### src/rtl/shift_register_n.sv
// Universal WIDTH-bit shift register with hold/load/shift/rotate/clear and a
// burst serialiser that shifts a loaded word out LSB-first with busy/done.
module shift_register_n #(
  parameter int unsigned         WIDTH   = 8,
  parameter logic [WIDTH-1:0]    RST_VAL = '0
) (
  input  logic             clk,
  input  logic             rst,
  input  logic             en,
  input  logic [2:0]       mode,
  input  logic [WIDTH-1:0] d,
  input  logic             sin,
  input  logic             start,
  output logic [WIDTH-1:0] q,
  output logic             sout,
  output logic             busy,
  output logic             done,
  output logic             dbg_state
);

  localparam int unsigned CW = $clog2(WIDTH + 1);
  localparam logic [CW-1:0] LAST = CW'(WIDTH - 1);

  typedef enum logic {
    IDLE  = 1'b0,
    SHIFT = 1'b1
  } state_t;

  state_t           state_q;
  logic [CW-1:0]    cnt_q;
  logic [WIDTH-1:0] q_q;
  logic             busy_q;
  logic             done_q;
  logic [WIDTH-1:0] idle_d;
  logic [WIDTH-1:0] shift_d;

  // Serial shift used by both shr and the burst: sin enters at the MSB.
  assign shift_d = {sin, q_q[WIDTH-1:1]};

  always_comb begin
    idle_d = q_q;
    case (mode)
      3'b001:  idle_d = d;
      3'b010:  idle_d = {q_q[WIDTH-2:0], sin};
      3'b011:  idle_d = shift_d;
      3'b100:  idle_d = {q_q[WIDTH-2:0], q_q[WIDTH-1]};
      3'b101:  idle_d = {q_q[0], q_q[WIDTH-1:1]};
      3'b110:  idle_d = '0;
      default: idle_d = q_q;
    endcase
  end

  always_ff @(posedge clk) begin
    if (rst) begin
      q_q     <= RST_VAL;
      state_q <= IDLE;
      cnt_q   <= '0;
      busy_q  <= 1'b0;
      done_q  <= 1'b0;
    end else begin
      // done is a single-cycle pulse and falls even while en is low.
      done_q <= 1'b0;
      if (en) begin
        case (state_q)
          IDLE: begin
            if (start) begin
              q_q     <= d;
              cnt_q   <= '0;
              state_q <= SHIFT;
              busy_q  <= 1'b1;
            end else begin
              q_q <= idle_d;
            end
          end
          SHIFT: begin
            q_q   <= shift_d;
            cnt_q <= cnt_q + 1'b1;
            if (cnt_q == LAST) begin
              state_q <= IDLE;
              busy_q  <= 1'b0;
              done_q  <= 1'b1;
            end
          end
          default: state_q <= IDLE;
        endcase
      end
    end
  end

  assign q         = q_q;
  assign sout      = q_q[0];
  assign busy      = busy_q;
  assign done      = done_q;
  assign dbg_state = state_q;

endmodule

### config.mk
export PLATFORM = sky130hd
export DESIGN_NAME = shift_register_n
export DESIGN_NICKNAME = d
export VERILOG_FILES = /design/src/rtl/shift_register_n.sv
export SDC_FILE = /design/constraint.sdc
export NUM_CORES = 1
export LEC_CHECK = 0
export ABC_AREA = 1
export CORE_UTILIZATION = 50
export DETAILED_ROUTE_END_ITERATION = 8
export GPL_ROUTABILITY_DRIVEN = 0
export GPL_TIMING_DRIVEN = 1
export PLACE_DENSITY_LB_ADDON = 0.15
export SYNTH_ARGS = -nofsm -noshare
export SYNTH_HDL_FRONTEND = slang
export SYNTH_SLANG_ARGS = --single-unit
### constraint.sdc
create_clock -name clk -period 1.7 [get_ports clk]
set_input_delay 0.255 -clock clk [delete_from_list [all_inputs] [get_ports clk]]
set_output_delay 0.255 -clock clk [all_outputs]
set_load 0.02 [all_outputs]
# ---- Word level (Yosys, flattened, before mapping)
# Cells that the tools add are included.
dict set report classes {
  addsub 1
  eq_ne 10
  n_mux 12
  n_bitwise 2
  n_reduce_logical 4
}
# op n
set op_table {}
lappend op_table {{case mux 8 bit (6 select lines)} 1}
lappend op_table {{case mux 8 bit (2 select lines)} 1}
lappend op_table {{equality test 3 bit, second input constant} 3}
lappend op_table {{two-way mux 8 bit} 1}
lappend op_table {{inequality test 8 x 2 -> 1 bit, second input constant} 1}
lappend op_table {{case mux 4 bit (2 select lines)} 1}
lappend op_table {{equality test 3 x 2 -> 1 bit, second input constant} 2}
lappend op_table {{two-way mux 1 bit} 5}
lappend op_table {{adder 4 x 1 -> 4 bit, second input constant} 1}
lappend op_table {{equality test 4 x 3 -> 1 bit, second input constant} 1}
lappend op_table {{two-way mux 4 bit} 1}
lappend op_table {{case mux 1 bit (2 select lines)} 2}
lappend op_table {{AND reduction 2 bit} 2}
lappend op_table {{equality test 3 x 1 -> 1 bit, second input constant} 1}
lappend op_table {{AND reduction 3 bit} 1}
lappend op_table {{OR reduction 3 bit} 1}
lappend op_table {{inequality test 2 x 1 -> 1 bit, second input constant} 1}
lappend op_table {{inequality test 2 bit, second input constant} 1}
lappend op_table {{inverter 1 bit} 2}
dict set report word_totals {
  ff_bits 15
  in_bits 16
  word_cells 34
}

# ---- Depth between registers and ports, before layout
dict set report depth {
  word_depth 4
  depth_mapped 9
  ltp_nobuf 9
}

# ---- Least setup slack after synthesis
# OpenSTA, ideal clock, no wires.
dict set report synth_timing {
  path_type {register -> register}
  from {reg state_q, in the netlist dbg_state}
  to {reg q_q[1], in the netlist q[1]}
  arrival_ns 1.139
  t_required_ns 1.568
  path_slack_ns 0.429
  path_stages_with_launch 8
  n_path_buf 1
  cell_sequence {dfxtp_1 > nor2_1 > nand2_2 > o21ai_2 > buf_6 > nor2_1 > nand2_1 > a21oi_1}
}
dict set report synth_between {
  elab_chain_len 3
  elab_cells_between_ends 4
}
# element line_no
set synth_lines {}
lappend synth_lines {{start, declared} 29} ;# state_t state_q;
lappend synth_lines {{start signal, assigned} 56} ;# state_q <= IDLE;
lappend synth_lines {{start signal, assigned} 69} ;# state_q <= SHIFT;
lappend synth_lines {{start signal, assigned} 79} ;# state_q <= IDLE;
lappend synth_lines {{inverter 1 bit} -}
lappend synth_lines {{inequality test 8 x 2 -> 1 bit (no source line)} -}
lappend synth_lines {{AND reduction 2 bit (no source line)} -}
lappend synth_lines {{end signal, assigned} 72} ;# q_q <= idle_d;
lappend synth_lines {{end signal, assigned} 76} ;# q_q <= shift_d;
lappend synth_lines {{end, declared} 31} ;# logic [WIDTH-1:0] q_q;
# Parallel ways exist; a longest one is shown, timed or not.
# A chain may end at the register's enable or synchronous reset.

# ---- Worst setup path in the final report
dict set report layout_timing {
  from {reg state_q, in the netlist dbg_state}
  to {out dbg_state}
}
# element line_no
set layout_rtl {}
lappend layout_rtl {{end, declared} 18} ;# output logic dbg_state
# No word-level cell between the ends.

==> summary.md <==
| Metric | Value |
|---|---|
| Status | `completed` |
| Post_cts resized | `0` |
| Clock buffer depth | `2` |
| Final hold violation count | `0` |
| Util after Layout | `0.748` |
| Slew Limit Headroom | `0.696` |
| # IOs | `28` |
| Post-synth top area cell | `dfxtp_1` |
| Post-synth EDFFs | `0` |
| Total number of vias | `1134` |
| Number of remaining DRC errors | `0` |
| Die outline width | `approximately 46 um` |
| Hold Path Class | `flip-flop to flip-flop` |
| Hold Crit Start | `cnt_q[1]` |
| PwrDens | `approximately 660 nW/um2` |
| Rows | `15` |
| Clock sink count | `15` |
| Final Skew | `roughly 0.0024 ns` |
| WHS Path Cells | `2` |
| Core Area | `about 1800 um2` |
| Share of cells above drive strength 1 | `0.0854` |
| LEAKAGE | `around 0.65 nW` |
| Initial antenna violation count | `0` |
| Synth Area in XOR/XNOR | `0` |
| Initial core utilization | `0.546` |
| GR Overflow Total | `0` |
| Reg-to-Reg End | `q[2]` |
| Final period util | `0.963` |
| Worst-path cell chain | `clkdlybuf4s50_1` |
| Yosys cell types | `17` |
| WHS Endpoint | `cnt_q[1]` |
| Ranking of synthesized cells by area | `dfxtp_1 31%, nand2_1 24%, nor2_1 8.6%, inv_1 7.4%, a21oi_1 7.3%` |
| Largest net degree at the start of global routing | `16` |
| TritonCTS clock tree | `built` |
| Clk Latency, worst-skew pair | `about 0.28 ns` |
| Asr flop ratio synth | `0` |
| WP data required | `1.44 ns` |
| Syn. warnings | `0` |
| Initial DRC Count | `21` |
| Number of buffers created by CTS | `3` |
| Vias/cell | `just over 5` |
| Path length in cells of the critical path | `1` |
| Routed length per instance | `10.8 um` |
| Worst-margin pin slew | `0.455 ns` |
| Final ANT Viol Nets | `0` |
| RSZ-0062 raised after global routing | `false` |
| I/O Buffers | `27` |
| Most frequent cell after synthesis | `nand2_1` |
| Vias in the first global route | `slightly below 1000` |
| GRT Util Overall | `0.253` |
| Final setup vio count | `0` |
| Area Overhead vs Synth | `36.9%` |
| Maximum vdd ir drop | `~0.43 mV` |
| Worst Path Buf+Inv | `1` |
| Delay-heaviest family, CP | `buffers and inverters` |
| H-tree Lvls | `1` |
| Post-synthesis average cell area | `5.84 um2` |
| Layout Nets | `around 220` |
| FF-to-FF setup slack | `about 0.41 ns` |
| Synthesized net count | `182` |
| Multiplexer share of the synthesized area | `0` |
| Max Fclk | `611 MHz` |
| Die H | `between 40 and 50 um` |
| Final wirelength | `between 2000 and 2500 um` |
| Worst setup path class | `flip-flop to primary output` |
| Post-Synth Simple-Gate Area | `0.430` |
| Dpl hpwl | `1870 um` |
| Post CTS Setup Buffer Count | `0` |
| Post-synthesis compound-gate area fraction | `0.144` |
| Yosys top cell area share | `0.312` |
| Fill count | `about 150` |
| Reg-to-Reg Start | `dbg_state` |
| Total Power | `a little under 0.0009 W` |
| Post-synthesis adder-cell area fraction | `0.0130` |
| Path depth of the worst reg2reg path | `6` |
| Max-slew violations | `0` |
| Largest family of logic cells by synthesized area | `simple AND/OR/NAND/NOR gates` |
| Synth Instances | `around 170` |
| Synth Register Bits | `15` |
| Cts hold-fix bufs | `0` |
| Top post-synthesis cells by count | `61 x nand2_1, 22 x nor2_1, 19 x inv_1, 15 x dfxtp_1, 14 x a21oi_1` |
| CP max stage cell | `clkdlybuf4s50_1` |
| Crit Path Max Fanout | `8` |
| Fin crit period | `~1.6 ns` |
| Global-route wire length before repair | `4000 um` |
| Worst Path Arrival | `between 1 and 1.5 ns` |
| Die area | `2110 um2` |
| Clock input transition at the sequential cells of the worst setup and hold paths | `0.09 ns` |
| Number of max-cap violations | `0` |
| Ant. Diodes | `0` |
| Top_reg_cell synth | `dfxtp_1` |
| Crit end category | `primary output` |
| Root Buffer | `clkbuf_4` |
| Synth Cell Area | `approximately 960 um2` |
| Crit path launch type | `flip-flop` |
| Worst path max stage delay | `0.65 ns` |
| Drt first pass iters | `4` |
| Seq/Total Area, Yosys | `0.312` |
==> layout make-up <==
type	instances	area (um2)	share of cell area
clock inverter	1	5.00	0.00380
tap	25	31.3	0.0237
timing repair buffer	34	323	0.245
sequential	15	300	0.228
clock buffer	3	22.5	0.0171
multi-input combinational	127	566	0.429
inverter	19	71.3	0.0541
==> where the power goes <==
| part | switching, W | internal, W | leakage (nW) | total (W) |
|---|---|---|---|---|
| combinational | 0.000141 | 0.000123 | 0.507 | 0.000264 |
| clock | 0.000117 | 0.0000872 | 0.0177 | 0.000205 |
| sequential | 0.0000254 | 0.000372 | 0.123 | 0.000397 |
==> worst register-to-register path, stage by stage, from the launching register on <==
cell,delay [ns]
dfxtp_1,0.38
nor2_1,0.16
nand2_2,0.07
o21ai_2,0.20
buf_4,0.21
nand2_1,0.06
a21oi_1,0.15
==> per-layer routing <==
metal	GRT usage	vias up	share of wire
met4	0.0765	0	0.0050
met5	0	-	0
met2	0.456	18	0.53
met3	0.0119	2	0.029
li1	-	592	-
met1	0.319	522	0.43
==> worst max path at each step <==
| stage | to | startpoint | slack (ns) |
|---|---|---|---|
| floorplan | q[1] | dbg_state | 0.43 |
| global placement | q[0] | mode[2] | -0.008 |
| detailed placement | q[0] | mode[2] | -0.09 |
| CTS | dbg_state | dbg_state | 0.06 |
| global route | dbg_state | dbg_state | 0.006 |
| finish | dbg_state | dbg_state | 0.06 |
==> layout by cell type, fill, tap and decap left out, drive strengths merged <==
cell type / count
nand3: 13
nor2: 22
o221a: 1
inv: 19
o21ai: 7
clkbuf: 3
nand4: 3
clkdlybuf4s50: 27
nand2: 64
clkinv: 1
dfxtp: 15
a21oi: 15
o211a: 1
ha: 1
buf: 7
==> flip-flops by register name (all words and copies together) (netlist names) <==
register and cells:
done 1, cnt_q 4, dbg_state 1, busy 1
q 8
==> cell families (layout without fill, tap and decap cells) <==
logic type | Yosys count | count (layout)
AND/OR/NAND/NOR | 102 | 102
AO/OA/AOI/OAI | 24 | 24
buffers and inverters | 23 | 57
flip-flops | 15 | 15
adder cells (fa/ha/maj) | 1 | 1
==> per-stage QoR <==
step / hold slack (ns) / instances / TNS [ns] / setup WS, ns / instance area, um2
after floorplan: 0.416 / 165 / 0 / 0.429 / 963
after global placement: 0.470 / 220 / -0.00815 / -0.00815 / 1290
after detailed placement: 0.482 / 220 / -0.573 / -0.0901 / 1290
after CTS: 0.496 / 224 / 0 / 0.0580 / 1320
after global routing: 0.523 / 224 / 0 / 0.00573 / 1320
final: 0.498 / 224 / 0 / 0.0626 / 1320
Note: power is estimated with default switching activity, not from simulation.
